File: src/rtl/div_pkg.sv
// rtl/div_pkg.sv - shared types and constants for the sequential divider
package div_pkg;

  localparam int DIV_WIDTH = 32;

  localparam logic [DIV_WIDTH-1:0] DIV_ZERO_QUOT = {DIV_WIDTH{1'b1}};

  typedef enum logic [2:0] {
    IDLE,
    ITER,
    RESTORE,
    SIGN,
    DONE
  } div_state_e;

endpackage

File: src/rtl/div_sequencer_if.sv
// rtl/div_sequencer_if.sv - request/result bundle between ALU and divider
interface div_sequencer_if #(parameter int WIDTH = 32);
  logic                 start;
  logic [WIDTH-1:0]     dividend;
  logic [WIDTH-1:0]     divisor;
  logic                 busy;
  logic                 done;
  logic [2*WIDTH-1:0]   result;
  logic                 div_zero;

  modport master (
    output start, dividend, divisor,
    input  busy, done, result, div_zero
  );

  modport slave (
    input  start, dividend, divisor,
    output busy, done, result, div_zero
  );
endinterface

File: src/rtl/div_nr_step.sv
// rtl/div_nr_step.sv - one combinational non-restoring divide iteration
module div_nr_step #(
  parameter int WIDTH = 32
) (
  input  logic [WIDTH:0]   a_in,
  input  logic [WIDTH-1:0] q_in,
  input  logic [WIDTH:0]   m_in,
  output logic [WIDTH:0]   a_out,
  output logic [WIDTH-1:0] q_out
);

  logic [WIDTH:0] a_shift;

  // Shift {A,Q} left by one; the sign of A before the shift picks add or subtract.
  always_comb begin
    a_shift = {a_in[WIDTH-1:0], q_in[WIDTH-1]};
    a_out   = a_in[WIDTH] ? (a_shift + m_in) : (a_shift - m_in);
    q_out   = {q_in[WIDTH-2:0], ~a_out[WIDTH]};
  end

endmodule

File: src/rtl/div_sequencer.sv
// rtl/div_sequencer.sv - multi-cycle signed divide controller returning {quotient, remainder}
module div_sequencer
  import div_pkg::*;
#(
  parameter int WIDTH = DIV_WIDTH
) (
  input  logic          clock,
  input  logic          clear,
  div_sequencer_if.slave bus
);

  localparam int CNT_W = $clog2(WIDTH);

  div_state_e       state;
  logic [WIDTH:0]   a_reg;
  logic [WIDTH:0]   m_reg;
  logic [WIDTH-1:0] q_reg;
  logic [CNT_W-1:0] cnt;
  logic             sq;
  logic             sr;
  logic             zero_div;

  logic [WIDTH:0]   a_next;
  logic [WIDTH-1:0] q_next;
  logic [WIDTH-1:0] dvd_mag;
  logic [WIDTH-1:0] dvs_mag;
  logic [WIDTH-1:0] quot;
  logic [WIDTH-1:0] rem;

  // Operand magnitudes at accept and signed results at SIGN; min-int magnitude fits unsigned.
  always_comb begin
    dvd_mag = bus.dividend[WIDTH-1] ? -bus.dividend : bus.dividend;
    dvs_mag = bus.divisor[WIDTH-1]  ? -bus.divisor  : bus.divisor;
    quot    = sq ? -q_reg : q_reg;
    rem     = sr ? -a_reg[WIDTH-1:0] : a_reg[WIDTH-1:0];
  end

  div_nr_step #(.WIDTH(WIDTH)) u_step (
    .a_in  (a_reg),
    .q_in  (q_reg),
    .m_in  (m_reg),
    .a_out (a_next),
    .q_out (q_next)
  );

  // Control FSM with registered outputs; DONE spends one cycle arming the done pulse.
  always_ff @(posedge clock or posedge clear) begin
    if (clear) begin
      state        <= IDLE;
      a_reg        <= '0;
      m_reg        <= '0;
      q_reg        <= '0;
      cnt          <= '0;
      sq           <= 1'b0;
      sr           <= 1'b0;
      zero_div     <= 1'b0;
      bus.busy     <= 1'b0;
      bus.done     <= 1'b0;
      bus.result   <= '0;
      bus.div_zero <= 1'b0;
    end else begin
      case (state)
        IDLE: begin
          bus.done <= 1'b0;
          if (bus.start) begin
            bus.busy     <= 1'b1;
            bus.div_zero <= 1'b0;
            a_reg        <= '0;
            cnt          <= CNT_W'(WIDTH - 1);
            sq           <= bus.dividend[WIDTH-1] ^ bus.divisor[WIDTH-1];
            sr           <= bus.dividend[WIDTH-1];
            if (bus.divisor == '0) begin
              // Keep the raw dividend; it is returned unchanged as the remainder.
              zero_div <= 1'b1;
              q_reg    <= bus.dividend;
              m_reg    <= '0;
              state    <= DONE;
            end else begin
              zero_div <= 1'b0;
              q_reg    <= dvd_mag;
              m_reg    <= {1'b0, dvs_mag};
              state    <= ITER;
            end
          end
        end
        ITER: begin
          a_reg <= a_next;
          q_reg <= q_next;
          if (cnt == '0) begin
            state <= RESTORE;
          end else begin
            cnt <= cnt - 1'b1;
          end
        end
        RESTORE: begin
          if (a_reg[WIDTH]) begin
            a_reg <= a_reg + m_reg;
          end
          state <= SIGN;
        end
        SIGN: begin
          bus.result <= {quot, rem};
          state      <= DONE;
        end
        DONE: begin
          if (!bus.done) begin
            bus.done <= 1'b1;
            bus.busy <= 1'b0;
            if (zero_div) begin
              bus.result   <= {{WIDTH{1'b1}}, q_reg};
              bus.div_zero <= 1'b1;
            end
          end else begin
            bus.done <= 1'b0;
            state    <= IDLE;
          end
        end
        default: state <= IDLE;
      endcase
    end
  end

endmodule

File: src/flat_wrapper.sv
// flat-port wrapper written by rule: the top's interface ports become plain ports
module div_sequencer_flat import div_pkg::*;
#(
  parameter int WIDTH = DIV_WIDTH
)
  (clock, clear, bus_start, bus_dividend, bus_divisor, bus_busy, bus_done, bus_result, bus_div_zero);
  div_sequencer_if #(.WIDTH(WIDTH)) bus_i ();
  input  logic clock;
  input  logic clear;
  input wire logic [$bits(bus_i.start)-1:0] bus_start;
  input wire logic [$bits(bus_i.dividend)-1:0] bus_dividend;
  input wire logic [$bits(bus_i.divisor)-1:0] bus_divisor;
  output wire logic [$bits(bus_i.busy)-1:0] bus_busy;
  output wire logic [$bits(bus_i.done)-1:0] bus_done;
  output wire logic [$bits(bus_i.result)-1:0] bus_result;
  output wire logic [$bits(bus_i.div_zero)-1:0] bus_div_zero;
  assign bus_i.start = bus_start;
  assign bus_i.dividend = bus_dividend;
  assign bus_i.divisor = bus_divisor;
  assign bus_busy = bus_i.busy;
  assign bus_done = bus_i.done;
  assign bus_result = bus_i.result;
  assign bus_div_zero = bus_i.div_zero;
  div_sequencer #(.WIDTH(WIDTH)) u_core (.clock(clock), .clear(clear), .bus(bus_i));
endmodule
File: config.mk
export PLATFORM = sky130hd
export DESIGN_NAME = div_sequencer_flat
export DESIGN_NICKNAME = d
export VERILOG_FILES = /design/src/rtl/div_pkg.sv /design/src/rtl/div_sequencer_if.sv /design/src/rtl/div_nr_step.sv /design/src/rtl/div_sequencer.sv /design/src/flat_wrapper.sv
export SDC_FILE = /design/constraint.sdc
export NUM_CORES = 1
export LEC_CHECK = 0
export CAP_MARGIN = 10
export CORE_ASPECT_RATIO = 0.75
export CORE_MARGIN = 2
export CORE_UTILIZATION = 30
export CTS_CLUSTER_SIZE = 40
export DETAILED_ROUTE_END_ITERATION = 8
export GPL_TIMING_DRIVEN = 0
export REMOVE_ABC_BUFFERS = 1
export SYNTH_ARGS = -nofsm -noshare
export SYNTH_HDL_FRONTEND = slang
export SYNTH_SLANG_ARGS = --single-unit
File: constraint.sdc
create_clock -name clock -period 13.3 [get_ports clock]
set_clock_uncertainty 0.15 [all_clocks]
set_input_delay 2.66 -clock clock [delete_from_list [all_inputs] [get_ports clock]]
set_output_delay 2.66 -clock clock [all_outputs]
set_load 0.03 [all_outputs]
==> metrics.csv <==
metric,value,unit
status,finished clean,
hpwl,30.87,mm
core,43600,sq um
synth_top_flop_cell,dfrtp_1,
synth_cells,1564,
clkPwrFrac,10.3,%
ys_types,73,
hold_violations,0,
largest_reg_flops,64,
avgSynthCellArea,8.514,sq um
maxSlewViolCount,0,
gr-total-overflow,0,
grt_pass1_wl,64.40,mm
critPathMaxStageDelay,750,ps
yosysTopAreaCell,dfrtp_1,
clockBufferDepth,2,
path_buf_inv,1,
worstPathArrival,6310,ps
die-area,46100,sq um
totalWireLength,40.88,mm
worst_slack,7131,ps
switchingPower,2.310,mW
cts.sinks,175,
peakVddDrop,0.0001333,V
min_period_over_period,46.38,%
p_leak,6.746,nW
cp_top_family,simple AND/OR/NAND/NOR gates,
min_period,6169,ps
powerDensity,291.4,nW/um^2
root_buffer,clkbuf_16,
diodes,0,
grt_max_degree,105,
max_freq,162.1,MHz
cts_hold_buffers,0,
yosys-top-cells-area,"dfrtp_1, xor2_1, ha_1",
grt_pass1_vias,11500,
wl_per_cell,18.29,microns
timing.hold.ws,339.4,ps
grt.total_usage,17.60,%
cts_tree,yes,
combinationalPowerShare,64.7,%
cap_viol_max_count,0,
antenna_found_initial,0,
seqPwrFrac,25.0,%
relSlewSlack,32.11,%
area_delta_synth_final,18.67,%
drt_iter0_markers,1009,
top_level_ports,134,
port-buffer-count,133,
cts_max_level,4,
first_pass_iters,5,
syn_area,13320,sq um
cts_resized,0,
ys_seq_area_share,32.89,%
place_congestion,0.8827,
crit_required,13440,ps
rows,66,
clk_pin_slew,60,ps
cts-buffers-inserted,17,
worstSetupStartpointType,input pin,
synth_edf_count,0,
final_nets,1787,
num_vias,12220,
synthArstFlopShare,100.0,%
crit_path_cell_trace,"clkdlybuf4s50_1, or4_1, nor4_2, nand4_1, or3_1, and2_4, o21ai_0, xor2_1, o21ai_1",
hold_path_class,reg2reg,
worstSetupPathType,in2reg,
drcViolationCount,0,
setup_violations,0,
slowest_stage,or3_1,
synth_seq_cells,175,
post-place-ws,6672,ps
fin_tns_setup,0,ps
worstSkewPairLatency,450,ps
drive_above_1_share,4.104,%
vias_per_cell,5.466,
design_power_total,4.605,mW
die_x,247.3,microns
yosys_warnings,0,
rsz0062_at_grt,no,
worstMarginPinSlew,1018,ps
cp_max_fo,27,
start_util,30.54,%
die_y,186.5,microns
p_sw_share,50.17,%
postRouteAntennaNets,0,
end_kind,flop,
intPower,2.295,mW
synth_top_area_share,32.89,%
post-cts-setup-buffers,0,
## worst reg2reg max path: cells and delay by family, from the launching register on
kind,cells,cell delay (ps)
AO/OA/AOI/OAI,11,3200
AND/OR/NAND/NOR,4,1290
flip-flops,1,460
XOR/XNOR,2,440
adder cells (fa/ha/maj),1,380
## stage by stage
stage               cells  util (%)  area, sq um
floorplan            1482         -        12970
global placement     2193     34.46        15030
detailed placement   2203     34.95        15240
CTS                  2233     36.14        15760
global route         2235     36.24        15800
finish               2235     36.24        15800
## final cells by class
type,count,area (sq um)
clock buffer,22,454.2
inverter,40,157.7
fill,4462,27800
sequential,175,4379
timing repair buffer,145,1555
tap,578,723.2
clock inverter,8,67.56
multi-input combinational,1267,8464
## final timing paths
path                                       start               endpoint  slack (ps)  cells past startpoint
setup / recovery                  bus_divisor[6]        u_core.q_reg[8]        7130                      9
hold / removal             u_core.bus.result[19]  u_core.bus.result[19]         340                      1
setup reg to reg                 u_core.m_reg[2]       u_core.a_reg[32]        7270                     18
hold reg to reg            u_core.bus.result[19]  u_core.bus.result[19]         340                      1
max in group asynchronous                  clear       u_core.a_reg[27]        9570                      3
min in group asynchronous                  clear   u_core.bus.result[2]        2490                      2
## synthesized netlist by cell type, types with 20 or more instances
library cell / number
or3_1: 20
o31ai_1: 40
a21o_1: 50
nand3_1: 22
a22oi_1: 43
ha_1: 72
xnor2_1: 48
xor2_1: 150
nor3_1: 39
a21oi_1: 117
inv_1: 40
nor2_1: 84
dfrtp_1: 175
nand2_1: 144
clkbuf_1: 72
o21ai_0: 174
## metal layers
layer | GRT usage, % | routed length (microns)
met1 | 26.04 | 19960
met2 | 26.41 | 18160
met3 | 3.121 | 2167
met4 | 4.215 | 593
met5 | 0 | 0
## kinds of logic (layout without fill, tap and decap cells)
group | count (synthesis) | after routing | share of synthesized area, %
muxes | 9 | 9 | 0.6954
adders and majority gates | 74 | 74 | 7.066
xor gates and xnor gates | 198 | 198 | 13.02
DFF | 175 | 175 | 32.89
AOI/OAI and AO/OA | 581 | 581 | 27.92
buffers and inverters | 122 | 215 | 3.702
and+or+nand+nor | 405 | 405 | 14.71
## power groups by stage
stage,Combinational (mW),Clock (mW),Sequential (mW)
2_1_floorplan,1.98,0,1.21
3_3_place_gp,2.89,0,1.15
3_5_place_dp,2.94,0,1.15
4_1_cts,2.96,0.487,1.15
5_1_grt,3.31,0.509,1.19
6_report,2.98,0.475,1.15
## cell usage in the layout, fill, tap and decap left out, types with 20 or more instances in the layout
cell | Yosys | routed
a21o_1 | 50 | 50
a21oi_1 | 117 | 117
a22oi_1 | 43 | 43
clkdlybuf4s50_1 | 0 | 133
dfrtp_1 | 175 | 175
ha_1 | 72 | 72
inv_1 | 40 | 39
nand2_1 | 144 | 144
nand3_1 | 22 | 22
nor2_1 | 84 | 82
nor3_1 | 39 | 39
o21ai_0 | 174 | 174
o31ai_1 | 40 | 40
or3_1 | 20 | 20
xnor2_1 | 48 | 48
xor2_1 | 150 | 150
Power figures use the tool's default switching activity.
==> RTL edit, RTL diff (same settings) <==
Change the package constant `DIV_WIDTH` from 32 to 16.
--- a/src/rtl/div_pkg.sv
+++ b/src/rtl/div_pkg.sv
@@ -1,7 +1,7 @@
 // rtl/div_pkg.sv - shared types and constants for the sequential divider
 package div_pkg;
 
-  localparam int DIV_WIDTH = 32;
+  localparam int DIV_WIDTH = 16;
 
   localparam logic [DIV_WIDTH-1:0] DIV_ZERO_QUOT = {DIV_WIDTH{1'b1}};
 
Interface: changed (resized bus_dividend, bus_divisor and bus_result); port bits go from 134 to 70. No check against the original RTL was run, so the function may have changed too.
==> RTL edit against the unedited design <==
Sequential cell count shrank 81. Area after synthesis shrank 49%. Final area is 49% lower. Clock power decreased by 43%. Power is 47% lower. Hold slack worse by 0.012 ns. Routed wire length fell by 56%. Setup slack better by 0.70 ns. Largest power group unchanged.
==> RTL edit: results <==
export IMPL_status="complete, no violations"
export IMPL_fillers=2245
export IMPL_arrival_ns=5.53
export IMPL_num_nets_final=906
export IMPL_cp_slowest_cell="or4b_1"
export IMPL_ys_seq_area_share_pct=34.96
export IMPL_place_congestion=0.8662
export IMPL_avgViaCountPerCell=5.212
export IMPL_drive_above_1_share_pct=4.785
export IMPL_grt_pass1_vias=5725
export IMPL_cts_clk_slew_worst_paths_ns=0.07
export IMPL_ys_types=65
export IMPL_antenna_found_initial=0
export IMPL_place_area_um2=7699
export IMPL_place_hpwl_um=13480
export IMPL_grt_max_degree=70
export IMPL_yosys_warnings=0
export IMPL_grt_pass1_wl_um=29910
export IMPL_synth_top_cells_by_count="o21ai_0, dfrtp_1, nand2_1"
export IMPL_post_drt_wl_per_cell_um=15.80
export IMPL_cts_resized=0
export IMPL_cts_root_buffer="clkbuf_16"
export IMPL_insertion_delay_ns=0.36
export IMPL_path_max_fanout=9
export IMPL_avgSynthCellArea_um2=8.549
export IMPL_vias=5889
export IMPL_clockBufferDepth=2
export IMPL_leakage_nw=3.324
export IMPL_synthTopCellsByArea="dfrtp_1, xor2_1, o21ai_0, ha_1, nand2_1"
export IMPL_peakVddDrop_uv=106.2
export IMPL_placed_cells=1114
export IMPL_portBuffers=69
export IMPL_grtUsageTotal_pct=15.81
export IMPL_post_cts_buffers=0
export IMPL_max_stage_delay_ns=0.82
export IMPL_async_flop_share_pct=100.0
export IMPL_cts_buffers=9
export IMPL_cts_max_level=3
export IMPL_hold_class="reg -> reg"
export IMPL_largest_register_ffs=32
export IMPL_dr_pass1_iters=7
export IMPL_timing_final_crit_share_pct=41.16
export IMPL_drt_initial_drc_count=432
export IMPL_synth_ff_type="dfrtp_1"
export IMPL_worst_pin_slew_ns=1.115
RTL edit: cell types whose count changed in the layout (fill, tap and decap cells not counted), moves of 23 or more:
cell,delta
a21o_1,-39
a21oi_1,-59
clkdlybuf4s50_1,-64
dfrtp_1,-81
ha_1,-34
nand2_1,-60
nor2_1,-28
nor3_1,-23
o21ai_0,-78
o31ai_1,-27
xor2_1,-84
RTL edit: critical path: cells and delay by family:
| family | cells | cell delay, ns |
|---|---|---|
| AOI/OAI and AO/OA | 2 | 0.16 |
| buffers and inverters | 2 | 0.54 |
| and+or+nand+nor | 4 | 1.77 |
| adders and majority gates | 1 | 0.16 |
| xor gates and xnor gates | 1 | 0.21 |
RTL edit: layout make-up:
class | count | area (um^2) | area share [%]
well taps | 294 | 367.9 | 4.600
multi-input cells | 627 | 4126 | 51.60
flip-flops and latches | 94 | 2352 | 29.42
repair buffers | 72 | 748.2 | 9.357
clock buffers | 10 | 229.0 | 2.863
inverters | 27 | 103.9 | 1.299
clock inverters | 6 | 68.82 | 0.8606
RTL edit: path summary, 6_finish.rpt:
kind / start / end / slack, ns / cells past startpoint
hold reg to reg: u_core.bus.result[7] / u_core.bus.result[7] / 0.33 / 2
setup / recovery: bus_divisor[0] / u_core.q_reg[3] / 7.83 / 10
min in group asynchronous: clear / u_core.cnt[0] / 2.49 / 2
hold / removal: u_core.bus.result[7] / u_core.bus.result[7] / 0.33 / 2
max in group asynchronous: clear / u_core.a_reg[3] / 9.84 / 3
setup reg to reg: u_core.m_reg[2] / u_core.a_reg[13] / 9.62 / 13
RTL edit: cells by family (layout without fill, tap and decap cells):
kind of cell | after synthesis | count (layout) | synth area share (%)
AO/OA/AOI/OAI | 267 | 267 | 24.72
AND/OR/NAND/NOR | 218 | 218 | 15.32
flip-flops | 94 | 94 | 34.96
adder cells (fa/ha/maj) | 40 | 40 | 7.662
XOR/XNOR | 98 | 98 | 12.87
buffers and inverters | 66 | 115 | 3.831
multiplexers | 4 | 4 | 0.6323
RTL edit: stage by stage:
stage               hold slack (ns)  setup slack [ns]
global placement             0.3038             5.910
CTS                          0.3306             7.825
detailed placement           0.3155             7.460
finish                       0.3278             7.826
global route                 0.3470             7.695
floorplan                    0.2902             7.904
RTL edit: report_power, final:
| part | switching, W | internal [W] |
|---|---|---|
| combinational | 0.000898 | 0.000655 |
| sequential | 0.000200 | 0.000427 |
| clock | 0.000121 | 0.000147 |
| total | 0.00122 | 0.00123 |
RTL edit: layer usage:
layer,part of all wire [%],up-vias,GRT usage (%)
met1,50,2810,23.34
met3,5.4,19,3.225
met4,1.8,0,4.362
li1,-,2906,-
met2,42,154,23.26
met5,0,-,0
